[config.mk]
export PLATFORM = sky130hd
export DESIGN_NAME = pipe_stage_buf
export DESIGN_NICKNAME = d
export VERILOG_FILES = /design/src/rtl/pipe_stage_buf_pkg.sv /design/src/rtl/pipe_sat_cnt.sv /design/src/rtl/pipe_stage_buf.sv
export SDC_FILE = /design/constraint.sdc
export NUM_CORES = 1
export LEC_CHECK = 0
export CAP_MARGIN = 20
export CORE_UTILIZATION = 40
export CTS_BUF_LIST = sky130_fd_sc_hd__clkbuf_8
export DETAILED_ROUTE_END_ITERATION = 10
export HOLD_SLACK_MARGIN = 0.06
export PLACE_DENSITY = 0.74
export SLEW_MARGIN = 10
export SYNTH_ARGS = -nofsm -noshare
export SYNTH_HDL_FRONTEND = slang
export SYNTH_SLANG_ARGS = --single-unit
[constraint.sdc]
create_clock -name clk_i -period 5.6 [get_ports clk_i]
set_input_delay 0.84 -clock clk_i [delete_from_list [all_inputs] [get_ports clk_i]]
set_output_delay 0.84 -clock clk_i [all_outputs]
set_load 0.03 [all_outputs]
[src/rtl/pipe_stage_buf_pkg.sv]
// Shared types and constants for the pipeline stage buffer and its helpers.
package pipe_stage_buf_pkg;

  typedef enum logic [1:0] {
    StEmpty = 2'd0,
    StFull  = 2'd1,
    StSkid  = 2'd2
  } pipe_st_e;

  localparam logic FlushOn = 1'b1;

  function automatic logic [1:0] st_occupancy(pipe_st_e st);
    logic [1:0] occ;
    case (st)
      StFull:  occ = 2'd1;
      StSkid:  occ = 2'd2;
      default: occ = 2'd0;
    endcase
    return occ;
  endfunction

endpackage

[src/rtl/pipe_sat_cnt.sv]
// Saturating up-counter with synchronous clear; clear wins over increment.
module pipe_sat_cnt #(
  parameter int unsigned CNT_W = 32
) (
  input  logic             clk_i,
  input  logic             rst_ni,
  input  logic             clr_i,
  input  logic             inc_i,
  output logic [CNT_W-1:0] cnt_o
);

  logic [CNT_W-1:0] cnt_q, cnt_d;

  always_comb begin
    cnt_d = cnt_q;
    if (clr_i) begin
      cnt_d = '0;
    end else if (inc_i && (cnt_q != {CNT_W{1'b1}})) begin
      cnt_d = cnt_q + CNT_W'(1);
    end
  end

  always_ff @(posedge clk_i or negedge rst_ni) begin
    if (!rst_ni) begin
      cnt_q <= '0;
    end else begin
      cnt_q <= cnt_d;
    end
  end

  assign cnt_o = cnt_q;

endmodule

[src/rtl/pipe_stage_buf.sv]
// Valid/ready pipeline stage register with optional skid entry, flush-to-NOP and
// stall/bubble performance counters.
module pipe_stage_buf
  import pipe_stage_buf_pkg::*;
#(
  parameter int unsigned       DATA_W    = 160,
  parameter bit                SKID_EN   = 1'b1,
  parameter logic [DATA_W-1:0] NOP_VALUE = '0,
  parameter int unsigned       CNT_W     = 32
) (
  input  logic              clk_i,
  input  logic              rst_ni,
  input  logic              flush_i,
  input  logic              up_valid_i,
  output logic              up_ready_o,
  input  logic [DATA_W-1:0] up_data_i,
  output logic              dn_valid_o,
  input  logic              dn_ready_i,
  output logic [DATA_W-1:0] dn_data_o,
  output logic [1:0]        occupancy_o,
  input  logic              cnt_clr_i,
  output logic [CNT_W-1:0]  stall_cnt_o,
  output logic [CNT_W-1:0]  bubble_cnt_o
);

  pipe_st_e          state_q, state_d;
  logic [DATA_W-1:0] main_q, main_d;
  logic [DATA_W-1:0] skid_q, skid_d;
  logic              up_ready, up_fire, dn_valid, dn_fire;

  assign dn_valid = (state_q != StEmpty);
  assign dn_fire  = dn_valid & dn_ready_i;
  assign up_fire  = up_valid_i & up_ready;

  always_comb begin
    state_d = state_q;
    main_d  = main_q;
    skid_d  = skid_q;
    case (state_q)
      StEmpty: begin
        if (up_fire) begin
          state_d = StFull;
          main_d  = up_data_i;
        end
      end
      StFull: begin
        if (up_fire && dn_fire) begin
          main_d = up_data_i;
        end else if (up_fire) begin
          // Only reachable with the skid entry present; otherwise up_ready implies dn_ready.
          state_d = StSkid;
          skid_d  = up_data_i;
        end else if (dn_fire) begin
          state_d = StEmpty;
          main_d  = NOP_VALUE;
        end
      end
      StSkid: begin
        if (dn_fire) begin
          state_d = StFull;
          main_d  = skid_q;
          skid_d  = NOP_VALUE;
        end
      end
      default: state_d = StEmpty;
    endcase
    if (flush_i == FlushOn) begin
      state_d = StEmpty;
      main_d  = NOP_VALUE;
      skid_d  = NOP_VALUE;
    end
  end

  always_ff @(posedge clk_i or negedge rst_ni) begin
    if (!rst_ni) begin
      state_q <= StEmpty;
      main_q  <= NOP_VALUE;
    end else begin
      state_q <= state_d;
      main_q  <= main_d;
    end
  end

  if (SKID_EN) begin : g_skid
    logic up_ready_q;

    always_ff @(posedge clk_i or negedge rst_ni) begin
      if (!rst_ni) begin
        skid_q     <= NOP_VALUE;
        up_ready_q <= 1'b1;
      end else begin
        skid_q     <= skid_d;
        up_ready_q <= (state_d != StSkid);
      end
    end

    assign up_ready = up_ready_q;
  end else begin : g_no_skid
    logic unused_skid;

    assign skid_q      = NOP_VALUE;
    assign up_ready    = ~dn_valid | dn_ready_i;
    assign unused_skid = ^skid_d;
  end

  assign up_ready_o  = up_ready;
  assign dn_valid_o  = dn_valid;
  assign dn_data_o   = main_q;
  assign occupancy_o = st_occupancy(state_q);

  pipe_sat_cnt #(
    .CNT_W(CNT_W)
  ) u_stall_cnt (
    .clk_i (clk_i),
    .rst_ni(rst_ni),
    .clr_i (cnt_clr_i),
    .inc_i (dn_valid & ~dn_ready_i),
    .cnt_o (stall_cnt_o)
  );

  pipe_sat_cnt #(
    .CNT_W(CNT_W)
  ) u_bubble_cnt (
    .clk_i (clk_i),
    .rst_ni(rst_ni),
    .clr_i (cnt_clr_i),
    .inc_i (~dn_valid & dn_ready_i),
    .cnt_o (bubble_cnt_o)
  );

endmodule

==> results of run 1 <==
[power breakdown]
group          switching [mW]  total (mW)  internal [mW]
logic                    1.02        1.63          0.614
registers               0.176        3.27           3.10
clock network            1.23        2.77           1.55
total                    2.42        7.68           5.26
[registers in the layout (all words and copies together) (netlist names)]
signal	count
skid_q	160
up_ready_o	1
u_stall_cnt.cnt_o	32
state_q	2
dn_data_o	160
u_bubble_cnt.cnt_o	32
[stage by stage]
| step | setup WS [ns] | util [%] | cells | total power, mW | hold slack (ns) |
|---|---|---|---|---|---|
| final | 2.138 | 54.58 | 2776 | 7.684 | 0.2360 |
| after global routing | 1.871 | 54.58 | 2776 | 8.043 | 0.2826 |
| after CTS | 2.167 | 54.46 | 2767 | 7.765 | 0.2477 |
| after detailed placement | 1.695 | 50.95 | 2643 | 4.963 | 0.4696 |
| after global placement | 1.790 | 50.95 | 2643 | 4.919 | 0.4610 |
| after floorplan | 2.922 | - | 1835 | 4.161 | 0.4502 |
[critical path: stages, from the launching register on]
cell and delay [ns]:
dfrtp_1 0.42, inv_1 0.17, ha_1 0.36, nor2_1 0.09, a41oi_1 0.26, o21a_4 0.17, buf_4 0.66, buf_4 0.88
nand2_1 0.14, o21ai_0 0.12
[worst max-delay path by stage]
stage,from,to,slack (ns),cells after the start
2_1_floorplan,dn_ready_i,u_stall_cnt.cnt_o[21],2.92,6
3_3_place_gp,dn_ready_i,dn_data_o[64],1.79,7
3_5_place_dp,dn_ready_i,dn_data_o[17],1.70,7
4_1_cts,state_q[0],dn_data_o[17],2.17,9
5_1_grt,state_q[0],dn_data_o[153],1.87,9
6_report,state_q[0],dn_data_o[17],2.14,9
[final cells by class]
class,count,area (um^2),area share (%)
inverter,14,52.55,0.2295
antenna,8,20.02,0.08745
tap,539,674.4,2.946
clock buffer,90,1239,5.411
multi-input combinational,1292,6765,29.55
clock inverter,34,235.2,1.027
sequential,387,9686,42.31
timing repair buffer,412,4222,18.44
[layer usage]
layer	routed length (um)	track usage, %	up-vias
li1	-	-	7102
met1	20690	29.47	7367
met2	24270	36.30	496
met3	3096	5.630	126
met4	2178	12.31	0
met5	0	0	-
[Yosys cell counts, drive strengths merged (5+ instances only)]
cell       n
nand3     21
nor3      10
mux2      10
ha         7
o31ai      8
or3       24
nand4     17
inv       14
dfrtp    386
xnor2     10
and4       8
nor2      41
buf       18
or4       10
o21ai    348
nor4       9
a21oi     31
clkbuf   124
nor2b     11
nand2    507
xor2      10
and3       6
a22oi    160
o2111ai    5
[cells by family after synthesis]
logic type               after synthesis  synth area share, %
multiplexers                          12               0.7794
flip-flops                           387                56.91
buffers and inverters                156                3.581
adder cells (fa/ha/maj)                7               0.5146
XOR/XNOR                              20                1.029
AND/OR/NAND/NOR                      682                17.33
AO/OA/AOI/OAI                        571                19.85
==> impl_metrics.py, run 1 <==
metrics = {
    "run_status": {
        "outcome": "finished clean",
    },
    "timing": {
        "slew_viol_final": 0,
        "grt_setup_unrepaired": "false",
        "skew_ns": 0.02417,
        "hold_viol": 0,
        "timing.final.crit_share_pct": 61.83,
        "tightest_slew_ns": 1.076,
        "setup_tns_ns": 0,
        "max_freq_ghz": 0.2888,
        "setup_violations": 0,
        "maxSlewHeadroom_pct": 28.30,
        "finalCriticalPeriod_ns": 3.462,
    },
    "cts": {
        "cts-root-buf": "clkbuf_8",
        "cts_htree_levels": 3,
        "post_cts_buffers": 0,
        "clk_path_buf_depth": 3,
        "cts_tree": "done",
        "cts-resized-gates": 0,
        "cts.sinks": 387,
        "clk_pin_slew_worst_paths_ns": 0.06,
        "clk_latency_ns": 0.65,
        "cts-buffers-inserted": 70,
        "cts_hold_buf": 0,
    },
    "setup_path": {
        "arrival_ns": 4.01,
        "r2r_start": "state_q[0]",
        "path_class": "flop to flop",
        "reg2reg_to": "dn_data_o[17]",
        "end_kind": "flop",
        "r2r_cells": 9,
        "reg2reg_setup_slack_ns": 2.14,
        "startpoint_type": "flop",
        "cp_max_fo": 88,
        "required_ns": 6.14,
    },
    "global_routing": {
        "grt_pass1_wl_um": 80300,
        "antenna_found_initial": 8,
        "grt_pass1_vias": 14760,
        "track_usage_pct": 23.09,
        "grt_overflow_total": 0,
        "grt_max_degree": 155,
    },
    "layout": {
        "syn2layout_area_growth_pct": 34.53,
        "layout.nets": 2350,
        "layout-drive-gt1-share_pct": 7.268,
        "layout_commonest_cell": "nand2_1",
        "nFillCells": 3680,
        "layout_common_cells": "nand2_1 (507), clkdlybuf4s50_1 (391), dfrtp_1 (386)",
        "fin_area_mm2": 0.02289,
    },
    "synth": {
        "synthTopCellsByArea": "dfrtp_1 (57%), nand2_1 (11%), o21ai_0 (10%)",
        "synthesis.nets": 2008,
        "syn_area_mm2": 0.01702,
        "avgSynthCellArea_um2": 9.274,
        "synth_cells": 1835,
        "ys_warn_count": 0,
        "synth_edf_count": 0,
        "synth_top_cell_area_share_pct": 56.76,
        "seq_area_frac_synth_pct": 56.91,
        "ys_ff_latch": 387,
        "ys.flop_type": "dfrtp_1",
        "synth-async-reset-ratio_pct": 100.0,
        "synth.distinct_cells": 59,
        "synth_top_cell_by_area": "dfrtp_1",
    },
    "route": {
        "viasPerCell": 5.436,
        "dr.pass1.iters": 6,
        "drt_iter0_drc": 1332,
        "ant_nets": 0,
        "drc_errors": 0,
        "vias": 15090,
        "routed_wl_um": 50230,
        "wl_per_cell_um": 18.09,
    },
    "job": {
        "drv_cap": 0,
    },
    "die": {
        "dieArea_mm2": 0.04337,
        "ios": 394,
        "fp.dieW_um": 208.3,
        "dieHeight_um": 208.3,
        "num_rows": 75,
        "initial_utilization_pct": 40.57,
        "core_area_mm2": 0.04195,
    },
    "placement": {
        "placed_area_mm2": 0.02137,
        "io_buffers": 393,
        "place_congestion": 0.8696,
        "dp_hpwl_um": 31830,
    },
    "power_and_ir_drop": {
        "peakVddDrop_mv": 0.2492,
        "p_per_area_mw_per_mm2": 335.6,
        "p_leak_nw": 9.736,
    },
    "worst_hold_path": {
        "hp-class": "input pin to asynchronous set/reset pin",
    },
}
(Power assumes the default switching activity.)
==> run 2: changes to the inputs <==
- clock period: 5.6 -> 3.6 ns (I/O delays scaled with it)
==> run 2 against run 1 <==
Via count grew 1.2%. Final area grew 0.34%. Cell count grew 0.14%. Critical path depth shrank 5. Worst setup slack lost 1.5 ns. Wire length shrank 0.10%. Sequential share of layout area shrank 0.14 points. Power grew 55%. Clock skew grew 0.0046 ns. Register-to-register slack lost 1.5 ns.
==> impl_metrics.py, run 2 (same netlist as run 1, synthesis figures left out) <==
metrics = {
    "job": {
        "drv_cap": 0,
    },
    "cts": {
        "clk_latency_ns": 0.61,
        "cts_htree_levels": 3,
        "cts-buffers-inserted": 69,
        "clk_pin_slew_worst_paths_ns": 0.06,
        "cts.sinks": 387,
        "cts_tree": "done",
        "cts-root-buf": "clkbuf_8",
        "cts-resized-gates": 0,
        "post_cts_buffers": 0,
        "clk_path_buf_depth": 3,
    },
    "timing": {
        "skew_ns": 0.02879,
        "setup_violations": 0,
        "finalCriticalPeriod_ns": 2.998,
        "tightest_slew_ns": 1.011,
        "max_freq_ghz": 0.3336,
        "grt_setup_unrepaired": "false",
        "whs_ns": 0.4760,
        "timing.final.crit_share_pct": 83.28,
        "maxSlewHeadroom_pct": 32.61,
        "setup_tns_ns": 0,
        "slew_viol_final": 0,
        "hold_viol": 0,
    },
    "worst_hold_path": {
        "min_to": "skid_q[121]",
        "min-delay-start": "skid_q[121]",
        "worstHoldPathCells": 2,
        "hp-class": "flop to flop",
    },
    "setup_path": {
        "cp_top_family": "buffers and inverters",
        "end_kind": "output port",
        "startpoint_type": "flop",
        "r2r_cells": 8,
        "arrival_ns": 2.46,
        "crit_chain": "inv_1 -> ha_1 -> inv_1 -> clkdlybuf4s50_1",
        "slowest_delay_ns": 0.62,
        "reg2reg_setup_slack_ns": 0.66,
        "reg2reg_to": "dn_data_o[141]",
        "cp_num_buf_inv": 3,
        "cp_max_fo": 13,
        "r2r_start": "state_q[0]",
        "required_ns": 3.06,
        "slowest_stage": "clkdlybuf4s50_1",
        "path_common_cell": "inv_1",
        "path_class": "flop to output port",
    },
    "global_routing": {
        "grt_pass1_vias": 15000,
        "grt_pass1_wl_um": 81060,
        "antenna_found_initial": 5,
        "grt_max_degree": 161,
        "track_usage_pct": 23.19,
        "grt_overflow_total": 0,
    },
    "layout": {
        "layout-drive-gt1-share_pct": 7.021,
        "nFillCells": 3659,
        "layout_common_cells": "nand2_1 (507), clkdlybuf4s50_1 (391), dfrtp_1 (386)",
        "layout.nets": 2358,
        "layout_commonest_cell": "nand2_1",
        "syn2layout_area_growth_pct": 34.98,
        "final_util_pct": 54.76,
        "fin_area_mm2": 0.02297,
    },
    "power_and_ir_drop": {
        "peakVddDrop_mv": 0.3155,
        "p_leak_nw": 9.807,
        "p_per_area_mw_per_mm2": 519.3,
        "finalPower_mw": 11.93,
    },
    "run_status": {
        "outcome": "finished clean",
    },
    "die": {
        "num_rows": 75,
        "fp.dieW_um": 208.3,
        "core_area_mm2": 0.04195,
        "dieArea_mm2": 0.04337,
        "initial_utilization_pct": 40.57,
        "dieHeight_um": 208.3,
        "ios": 394,
    },
    "route": {
        "wl_per_cell_um": 18.05,
        "viasPerCell": 5.496,
        "vias": 15280,
        "ant_nets": 0,
        "routed_wl_um": 50180,
        "drc_errors": 0,
        "dr.pass1.iters": 5,
        "drt_iter0_drc": 977,
    },
    "placement": {
        "dp_hpwl_um": 31870,
        "placed_area_mm2": 0.02150,
        "io_buffers": 393,
        "place_congestion": 0.8629,
    },
}
## run 2: cell count changes in the layout (fill, tap and decap cells not counted), sizes merged
cell	previous run	this run
bufinv	2	4
diode	8	5
buf	21	29
clkinv	10	3
clkbuf	90	86
clkinvlp	6	5
inv	30	38
dlygate4sd3	0	1
## run 2: what timing repair did
action | CTS | global route
hold buffers | 1 | 0
endpoints found under the setup margin | 0 | 0
endpoints found under the hold margin | 87 | 0
## run 2: area by class of cell
type | instances | area, um^2 | share of cell area (%)
Antenna cell | 5 | 12.51 | 0.05447
Clock buffer | 86 | 1184 | 5.153
Clock inverter | 36 | 262.8 | 1.144
Inverter | 14 | 52.55 | 0.2288
Multi-Input combinational cell | 1292 | 6765 | 29.45
Sequential cell | 387 | 9686 | 42.16
Tap cell | 539 | 674.4 | 2.936
Timing Repair Buffer | 421 | 4334 | 18.87
## run 2: per-stage QoR
step                std cells  setup slack (ns)
floorplan                1835             1.010
CTS                      2775            0.5458
finish                   2780            0.6020
global placement         2652            0.5074
global route             2780            0.4277
detailed placement       2652            0.4524
## run 2: power breakdown
| group | switching (mW) | total (mW) | internal, mW |
|---|---|---|---|
| registers | 0.280 | 5.10 | 4.82 |
| logic | 1.58 | 2.56 | 0.976 |
| clock network | 1.83 | 4.27 | 2.44 |
| total | 3.70 | 11.9 | 8.23 |
## run 2: worst register-to-register path, delay by kind of cell (launching register included)
family	cells	cell delay (ns)
AND/OR/NAND/NOR	2	0.79
AO/OA/AOI/OAI	3	0.66
buffers and inverters	2	0.56
flip-flops	1	0.42
adder cells (fa/ha/maj)	1	0.35
## run 2: worst max path at each step
stage | start | endpoint | slack (ns) | cells after the start
after global placement | dn_ready_i | u_stall_cnt.cnt_o[21] | 0.51 | 6
after CTS | state_q[0] | dn_valid_o | 0.55 | 4
after detailed placement | dn_ready_i | dn_data_o[67] | 0.45 | 6
after floorplan | state_q[1] | dn_data_o[0] | 1.01 | 11
after global routing | state_q[0] | dn_data_o[33] | 0.43 | 8
final | state_q[0] | dn_valid_o | 0.60 | 4
## run 2: layer usage
| metal | global-route usage, % | routed length (um) | vias up |
|---|---|---|---|
| met2 | 36.65 | 24420 | 523 |
| met3 | 4.815 | 2991 | 107 |
| met4 | 11.37 | 1820 | 0 |
| li1 | - | - | 7115 |
| met1 | 30.36 | 20950 | 7534 |
| met5 | 0 | 0 | - |
